--- src/rtl/sfi_resp_if.sv ---
// rtl/sfi_resp_if.sv - request/response channel bundle for the SFI memory responder
interface sfi_resp_if;
    logic        req_valid;
    logic        req_ready;
    logic        req_we;
    logic [63:0] req_addr;
    logic [31:0] req_wdata;
    logic        rsp_valid;
    logic        rsp_ready;
    logic [31:0] rsp_rdata;
    logic        rsp_fault;

    modport master (
        output req_valid, req_we, req_addr, req_wdata, rsp_ready,
        input  req_ready, rsp_valid, rsp_rdata, rsp_fault
    );

    modport slave (
        input  req_valid, req_we, req_addr, req_wdata, rsp_ready,
        output req_ready, rsp_valid, rsp_rdata, rsp_fault
    );
endinterface

--- src/rtl/sfi_resp.sv ---
// rtl/sfi_resp.sv - sandboxed word-memory responder; optional sticky lockout via SFI_RESP_LOCK_EN
module sfi_resp #(
    parameter logic [31:0] SANDBOX_TAG = 32'hA2199872,
    parameter int          DEPTH_LOG2  = 4
) (
    input  logic         clk,
    input  logic         rst_n,
    sfi_resp_if.slave    bus,
    output logic [7:0]   fault_cnt,
    output logic         locked
);
    localparam int DEPTH = 1 << DEPTH_LOG2;

    typedef enum logic [1:0] {S_IDLE, S_ACCESS, S_RESP} state_t;

    state_t                r_state;
    state_t                w_next;
    logic                  r_we;
    logic [DEPTH_LOG2-1:0] r_idx;
    logic [31:0]           r_wdata;
    logic                  r_legal;
    logic [31:0]           r_rdata;
    logic                  r_fault;
    logic [7:0]            r_fault_cnt;
    logic [31:0]           r_mem [DEPTH];

    logic w_accept;
    logic w_addr_legal;
    logic w_ok;

    assign w_addr_legal = (bus.req_addr[63:32] == SANDBOX_TAG)
                       && (bus.req_addr[31:DEPTH_LOG2+2] == '0)
                       && (bus.req_addr[1:0] == 2'b00);

    assign w_accept = (r_state == S_IDLE) && bus.req_valid;

`ifdef SFI_RESP_LOCK_EN
    logic r_locked;

    // Lock is sampled at ACCESS so the very request that faults is the one that arms it.
    always_ff @(posedge clk or negedge rst_n) begin
        if (!rst_n)
            r_locked <= 1'b0;
        else if (r_state == S_ACCESS && !w_ok)
            r_locked <= 1'b1;
    end

    assign w_ok   = r_legal && !r_locked;
    assign locked = r_locked;
`else
    assign w_ok   = r_legal;
    assign locked = 1'b0;
`endif

    always_ff @(posedge clk or negedge rst_n) begin
        if (!rst_n)
            r_state <= S_IDLE;
        else
            r_state <= w_next;
    end

    always_comb begin
        w_next = r_state;
        case (r_state)
            S_IDLE:   if (w_accept) w_next = S_ACCESS;
            S_ACCESS: w_next = S_RESP;
            S_RESP:   if (bus.rsp_ready) w_next = S_IDLE;
            default:  w_next = S_IDLE;
        endcase
    end

    always_ff @(posedge clk or negedge rst_n) begin
        if (!rst_n) begin
            r_we        <= 1'b0;
            r_idx       <= '0;
            r_wdata     <= '0;
            r_legal     <= 1'b0;
            r_rdata     <= '0;
            r_fault     <= 1'b0;
            r_fault_cnt <= '0;
            for (int i = 0; i < DEPTH; i++)
                r_mem[i] <= '0;
        end else begin
            if (w_accept) begin
                r_we    <= bus.req_we;
                r_idx   <= bus.req_addr[DEPTH_LOG2+1:2];
                r_wdata <= bus.req_wdata;
                r_legal <= w_addr_legal;
            end
            if (r_state == S_ACCESS) begin
                if (w_ok) begin
                    r_fault <= 1'b0;
                    if (r_we) begin
                        r_mem[r_idx] <= r_wdata;
                        r_rdata      <= '0;
                    end else begin
                        r_rdata <= r_mem[r_idx];
                    end
                end else begin
                    r_rdata <= '0;
                    r_fault <= 1'b1;
                    if (r_fault_cnt != 8'hFF)
                        r_fault_cnt <= r_fault_cnt + 8'd1;
                end
            end
        end
    end

    assign bus.req_ready = (r_state == S_IDLE);
    assign bus.rsp_valid = (r_state == S_RESP);
    assign bus.rsp_rdata = r_rdata;
    assign bus.rsp_fault = r_fault;
    assign fault_cnt     = r_fault_cnt;
endmodule

--- src/flat_wrapper.sv ---
// flat-port wrapper written by rule: the top's interface ports become plain ports
module sfi_resp_flat 
#(
    parameter logic [31:0] SANDBOX_TAG = 32'hA2199872,
    parameter int          DEPTH_LOG2  = 4
)
  (clk, rst_n, fault_cnt, locked, bus_req_valid, bus_req_we, bus_req_addr, bus_req_wdata, bus_rsp_ready, bus_req_ready, bus_rsp_valid, bus_rsp_rdata, bus_rsp_fault);
  sfi_resp_if bus_i ();
  input  logic clk;
  input  logic rst_n;
  output logic [7:0] fault_cnt;
  output logic locked;
  input wire logic [$bits(bus_i.req_valid)-1:0] bus_req_valid;
  input wire logic [$bits(bus_i.req_we)-1:0] bus_req_we;
  input wire logic [$bits(bus_i.req_addr)-1:0] bus_req_addr;
  input wire logic [$bits(bus_i.req_wdata)-1:0] bus_req_wdata;
  input wire logic [$bits(bus_i.rsp_ready)-1:0] bus_rsp_ready;
  output wire logic [$bits(bus_i.req_ready)-1:0] bus_req_ready;
  output wire logic [$bits(bus_i.rsp_valid)-1:0] bus_rsp_valid;
  output wire logic [$bits(bus_i.rsp_rdata)-1:0] bus_rsp_rdata;
  output wire logic [$bits(bus_i.rsp_fault)-1:0] bus_rsp_fault;
  assign bus_i.req_valid = bus_req_valid;
  assign bus_i.req_we = bus_req_we;
  assign bus_i.req_addr = bus_req_addr;
  assign bus_i.req_wdata = bus_req_wdata;
  assign bus_i.rsp_ready = bus_rsp_ready;
  assign bus_req_ready = bus_i.req_ready;
  assign bus_rsp_valid = bus_i.rsp_valid;
  assign bus_rsp_rdata = bus_i.rsp_rdata;
  assign bus_rsp_fault = bus_i.rsp_fault;
  sfi_resp #(.SANDBOX_TAG(SANDBOX_TAG), .DEPTH_LOG2(DEPTH_LOG2)) u_core (.clk(clk), .rst_n(rst_n), .bus(bus_i), .fault_cnt(fault_cnt), .locked(locked));
endmodule
--- config.mk ---
export PLATFORM = sky130hd
export DESIGN_NAME = sfi_resp_flat
export DESIGN_NICKNAME = d
export VERILOG_FILES = /design/src/rtl/sfi_resp_if.sv /design/src/rtl/sfi_resp.sv /design/src/flat_wrapper.sv
export SDC_FILE = /design/constraint.sdc
export NUM_CORES = 1
export LEC_CHECK = 0
export ABC_AREA = 1
export CAP_MARGIN = 25
export CORE_MARGIN = 2
export CORE_UTILIZATION = 40
export CTS_CLUSTER_DIAMETER = 30
export CTS_CLUSTER_SIZE = 30
export DETAILED_ROUTE_END_ITERATION = 7
export GPL_TIMING_DRIVEN = 0
export PLACE_DENSITY_LB_ADDON = 0.25
export SETUP_SLACK_MARGIN = 0.3
export SLEW_MARGIN = 20
export SYNTH_ARGS = -nofsm -noshare
export SYNTH_HDL_FRONTEND = slang
export SYNTH_SLANG_ARGS = --single-unit
--- constraint.sdc ---
create_clock -name clk -period 2.3 [get_ports clk]
set_clock_uncertainty 0.15 [all_clocks]
set_input_delay 0.46 -clock clk [delete_from_list [all_inputs] [get_ports clk]]
set_output_delay 0.46 -clock clk [all_outputs]
set_load 0.03 [all_outputs]
==> out/metrics.csv, run 1 <==
metric;value;unit
crit path time final;2180;ps
register bit total from synthesis;593;
Storage cell area;14840;um^2
share of cells above drive strength 1;0.2170;
top post-synthesis cells by area;dfrtp_1 54%, nand2_1 27%, o21ai_1 6.3%;
flop2flop setup slack;120;ps
Leak;19.21;nW
GPL Wtd Cong;0.8463;
Max H-tree Level;4;
first-pass GRT wire length;138.4;mm
area grow syn2layout;39.61;%
cell taking the most area after synthesis;dfrtp_1;
headroom to the max-slew limit;0.4661;
starting density of the core;0.4019;
Inserted Clock Buffers;138;
Final ANT Viol Nets;0;
final core occ;0.5611;
grt ovf;0;
design area;38350;um^2
max-cap viol count;0;
CP endpoint kind;flip-flop;
final setup fails;0;
critical path type;flip-flop to flip-flop;
Root Driver;clkbuf_16;
routed vias;25450;
syn avg cell area;7.758;um^2
Worst R2R Path Depth;9;
unrepaired setup endpoints after global routing;yes;
outcome;finished with violations;
Req. time, crit path;2710;ps
initial antenna violation count;0;
clock slew at reported path FFs;40;ps
num rows;96;
Multi-input gate area;12170;um^2
Mapped Nets;3643;
Fmax;0.4587;GHz
clock tree from TritonCTS;built;
RR Startpoint;u_core.r_idx[0];
Vert. Die Dim;266.1;um
clock latency on the worst-skew pair;710;ps
worst min path class;input pin to async pin;
failing checks;negative hold slack;
Syn Inst Count;3541;
pre-CTS setup slack;-630.4;ps
Tot Pwr;0.04070;W
Final WS setup;119.8;ps
reg2reg end;u_core.r_mem[366];
CP startpoint kind;flip-flop;
clk sinks;593;
Hold Slack;-85.13;ps
vias in the first global route;24660;
IO Port Bufs;143;
fillers;6147;
Final Hold Fails;52;
DRC violations left;0;
crit path launch;u_core.r_idx[0];
Tcrit/Tclk final;0.9479;
final wirelength;90.83;mm
Critical Path Fanout Max;10;
CP arrival;2590;ps
die footprint;70790;um^2
Detailed Place HPWL;59.60;mm
Max clock buf depth;3;
DRT iter0 DRCs;2158;
post-synthesis cell type count;28;
hold_buf cts;6;
top cell type's share of synthesized area;0.5402;
core box area;68350;um^2
Total GRT Usage;0.2529;
slew at the pin with the worst max-slew slack;800.8;ps
nets;4067;
wire length per cell;18.35;um
IO Count;145;
Die X;266.1;um
Slew Viols, Final;0;
Pre-Repair DR Iteration Count;5;
total power per unit cell area;1061;nW/um^2
vias per cell;5.140;
VDD IR max;0.6866;mV
Syn. warnings;0;
Post-Syn Area;27470;um^2
Seq/Total Area, Yosys;0.5402;
Post-DP Area;30220;um^2
largest net degree at the start of global routing;97;
antenna cells;0;
logic make-up after synthesis:
family | count (synthesis) | synth area share
AND/OR/NAND/NOR | 2055 | 0.2914
flip-flops | 593 | 0.5402
AO/OA/AOI/OAI | 584 | 0.1112
buffers and inverters | 300 | 0.05447
XOR/XNOR | 7 | 0.002232
adder cells (fa/ha/maj) | 1 | 0.0004554
other | 1 | 0.0001365
per-layer routing:
| layer | global-route usage | wire [um] | vias to the layer above |
|---|---|---|---|
| met3 | 0.04538 | 5337 | 185 |
| met2 | 0.4027 | 41840 | 733 |
| met5 | 0 | 0 | - |
| met4 | 0.1036 | 3104 | 0 |
| li1 | - | - | 12120 |
| met1 | 0.3420 | 40550 | 12410 |
area by class of cell:
type                            count  share of cell area
Tap cell                          882             0.02877
Clock buffer                      198              0.1071
Multi-Input combinational cell   2656              0.3172
Buffer                            247             0.05246
Sequential cell                   593              0.3869
Clock inverter                     46             0.01612
Timing Repair Buffer              276             0.08610
Inverter                           53            0.005285
critical path, stage by stage (launching register included):
cell	delay, ps
dfrtp_1	370
buf_6	130
clkinvlp_4	160
buf_6	150
clkbuf_16	160
buf_4	120
nand4_2	300
clkbuf_2	330
nand2_1	110
o21ai_1	70
through the flow:
stage	cells	hold WS, ps	setup TNS, ps
final	4951	-85.13	0
after global routing	4951	-48.78	0
after CTS	4907	-80.38	0
after detailed placement	4574	217.4	-35030
after global placement	4566	314.3	-
after floorplan	3541	14.41	0
registers in the layout, summed over array words and instances, names as in the netlist:
register / cells
u_core.bus.rsp_rdata: 32
u_core.r_legal: 1
u_core.r_mem: 512
u_core.fault_cnt: 8
u_core.r_state: 2
u_core.r_idx: 4
u_core.bus.rsp_fault: 1
u_core.r_we: 1
u_core.r_wdata: 32
layout by cell type (no fill, tap or decap), types with 2 or more instances in the layout:
cell type        count
nand2_1           1845
dfrtp_1            593
o21ai_1            296
o21ai_0            168
clkbuf_16          158
nand2_2            123
o21ai_2            116
clkdlybuf4s50_1     99
clkbuf_1            77
buf_6               70
buf_4               66
buf_2               58
inv_1               48
clkbuf_2            43
clkbuf_8            42
nor2_1              33
buf_8               30
buf_12              25
nand4_4             23
clkbuf_4            22
buf_16              22
nand2_4             18
clkinv_2            14
bufinv_16           13
inv_6                9
clkinvlp_4           8
nand4_1              6
xor2_1               5
inv_2                4
clkdlybuf4s15_2      4
o21ai_4              4
nand3b_1             4
nor2_4               3
nand3_1              3
buf_1                3
clkinv_4             3
xnor2_1              2
power by group:
group / internal, W / switching (W) / leakage, nW
Sequential: 0.0110 / 0.000253 / 8.21
Clock: 0.0137 / 0.00605 / 2.31
Combinational: 0.00241 / 0.00732 / 8.69
what timing repair did:
| action | CTS | global route |
|---|---|---|
| pin swaps | 5 | 56 |
| cloned | 34 | 17 |
| resized for setup | 516 | 405 |
| buffers inserted | 49 | 27 |
| hold endpoints to repair | 92 | 52 |
| setup endpoints to repair | 606 | 660 |
synth_stat cells:
| cell type | n |
|---|---|
| nor3_1 | 2 |
| nand4_2 | 6 |
| ha_1 | 1 |
| nand4_1 | 6 |
| nand3b_1 | 4 |
| o21ai_1 | 347 |
| conb_1 | 1 |
| nor2_1 | 34 |
| buf_1 | 23 |
| inv_1 | 48 |
| nor2_4 | 2 |
| buf_2 | 34 |
| dfrtp_1 | 593 |
| nor2_2 | 1 |
| buf_4 | 31 |
| clkbuf_1 | 132 |
| o21ai_2 | 35 |
| nor3b_2 | 1 |
| nand3_1 | 3 |
| xnor2_1 | 2 |
| xor2_1 | 5 |
| clkinv_1 | 1 |
| o21ai_0 | 202 |
| nand4_4 | 10 |
| inv_2 | 4 |
| buf_12 | 1 |
| buf_6 | 26 |
| nand2_1 | 1986 |
worst max-delay path by stage:
stage | slack, ps | endpoint | cells after the start
after detailed placement | -630 | u_core.bus.rsp_rdata[19] | 8
final | 120 | u_core.r_mem[366] | 9
after CTS | 120 | u_core.bus.rsp_rdata[20] | 11
after global placement | -26830 | u_core.r_mem[251] | 1
after global routing | 40 | u_core.bus.rsp_rdata[20] | 13
after floorplan | 410 | u_core.r_wdata[23] | 7
Power figures use the tool's default switching activity.
==> inputs of run 2 (changes only) <==
--- a/config.mk
+++ b/config.mk
@@ -15,6 +15,7 @@
 export GPL_TIMING_DRIVEN = 0
 export PLACE_DENSITY_LB_ADDON = 0.25
 export SETUP_SLACK_MARGIN = 0.3
+export SKIP_LAST_GASP = 1
 export SLEW_MARGIN = 20
 export SYNTH_ARGS = -nofsm -noshare
 export SYNTH_HDL_FRONTEND = slang
==> results of run 2 <==
No change in the layout: final DEF, timing and power equal those of run 1.
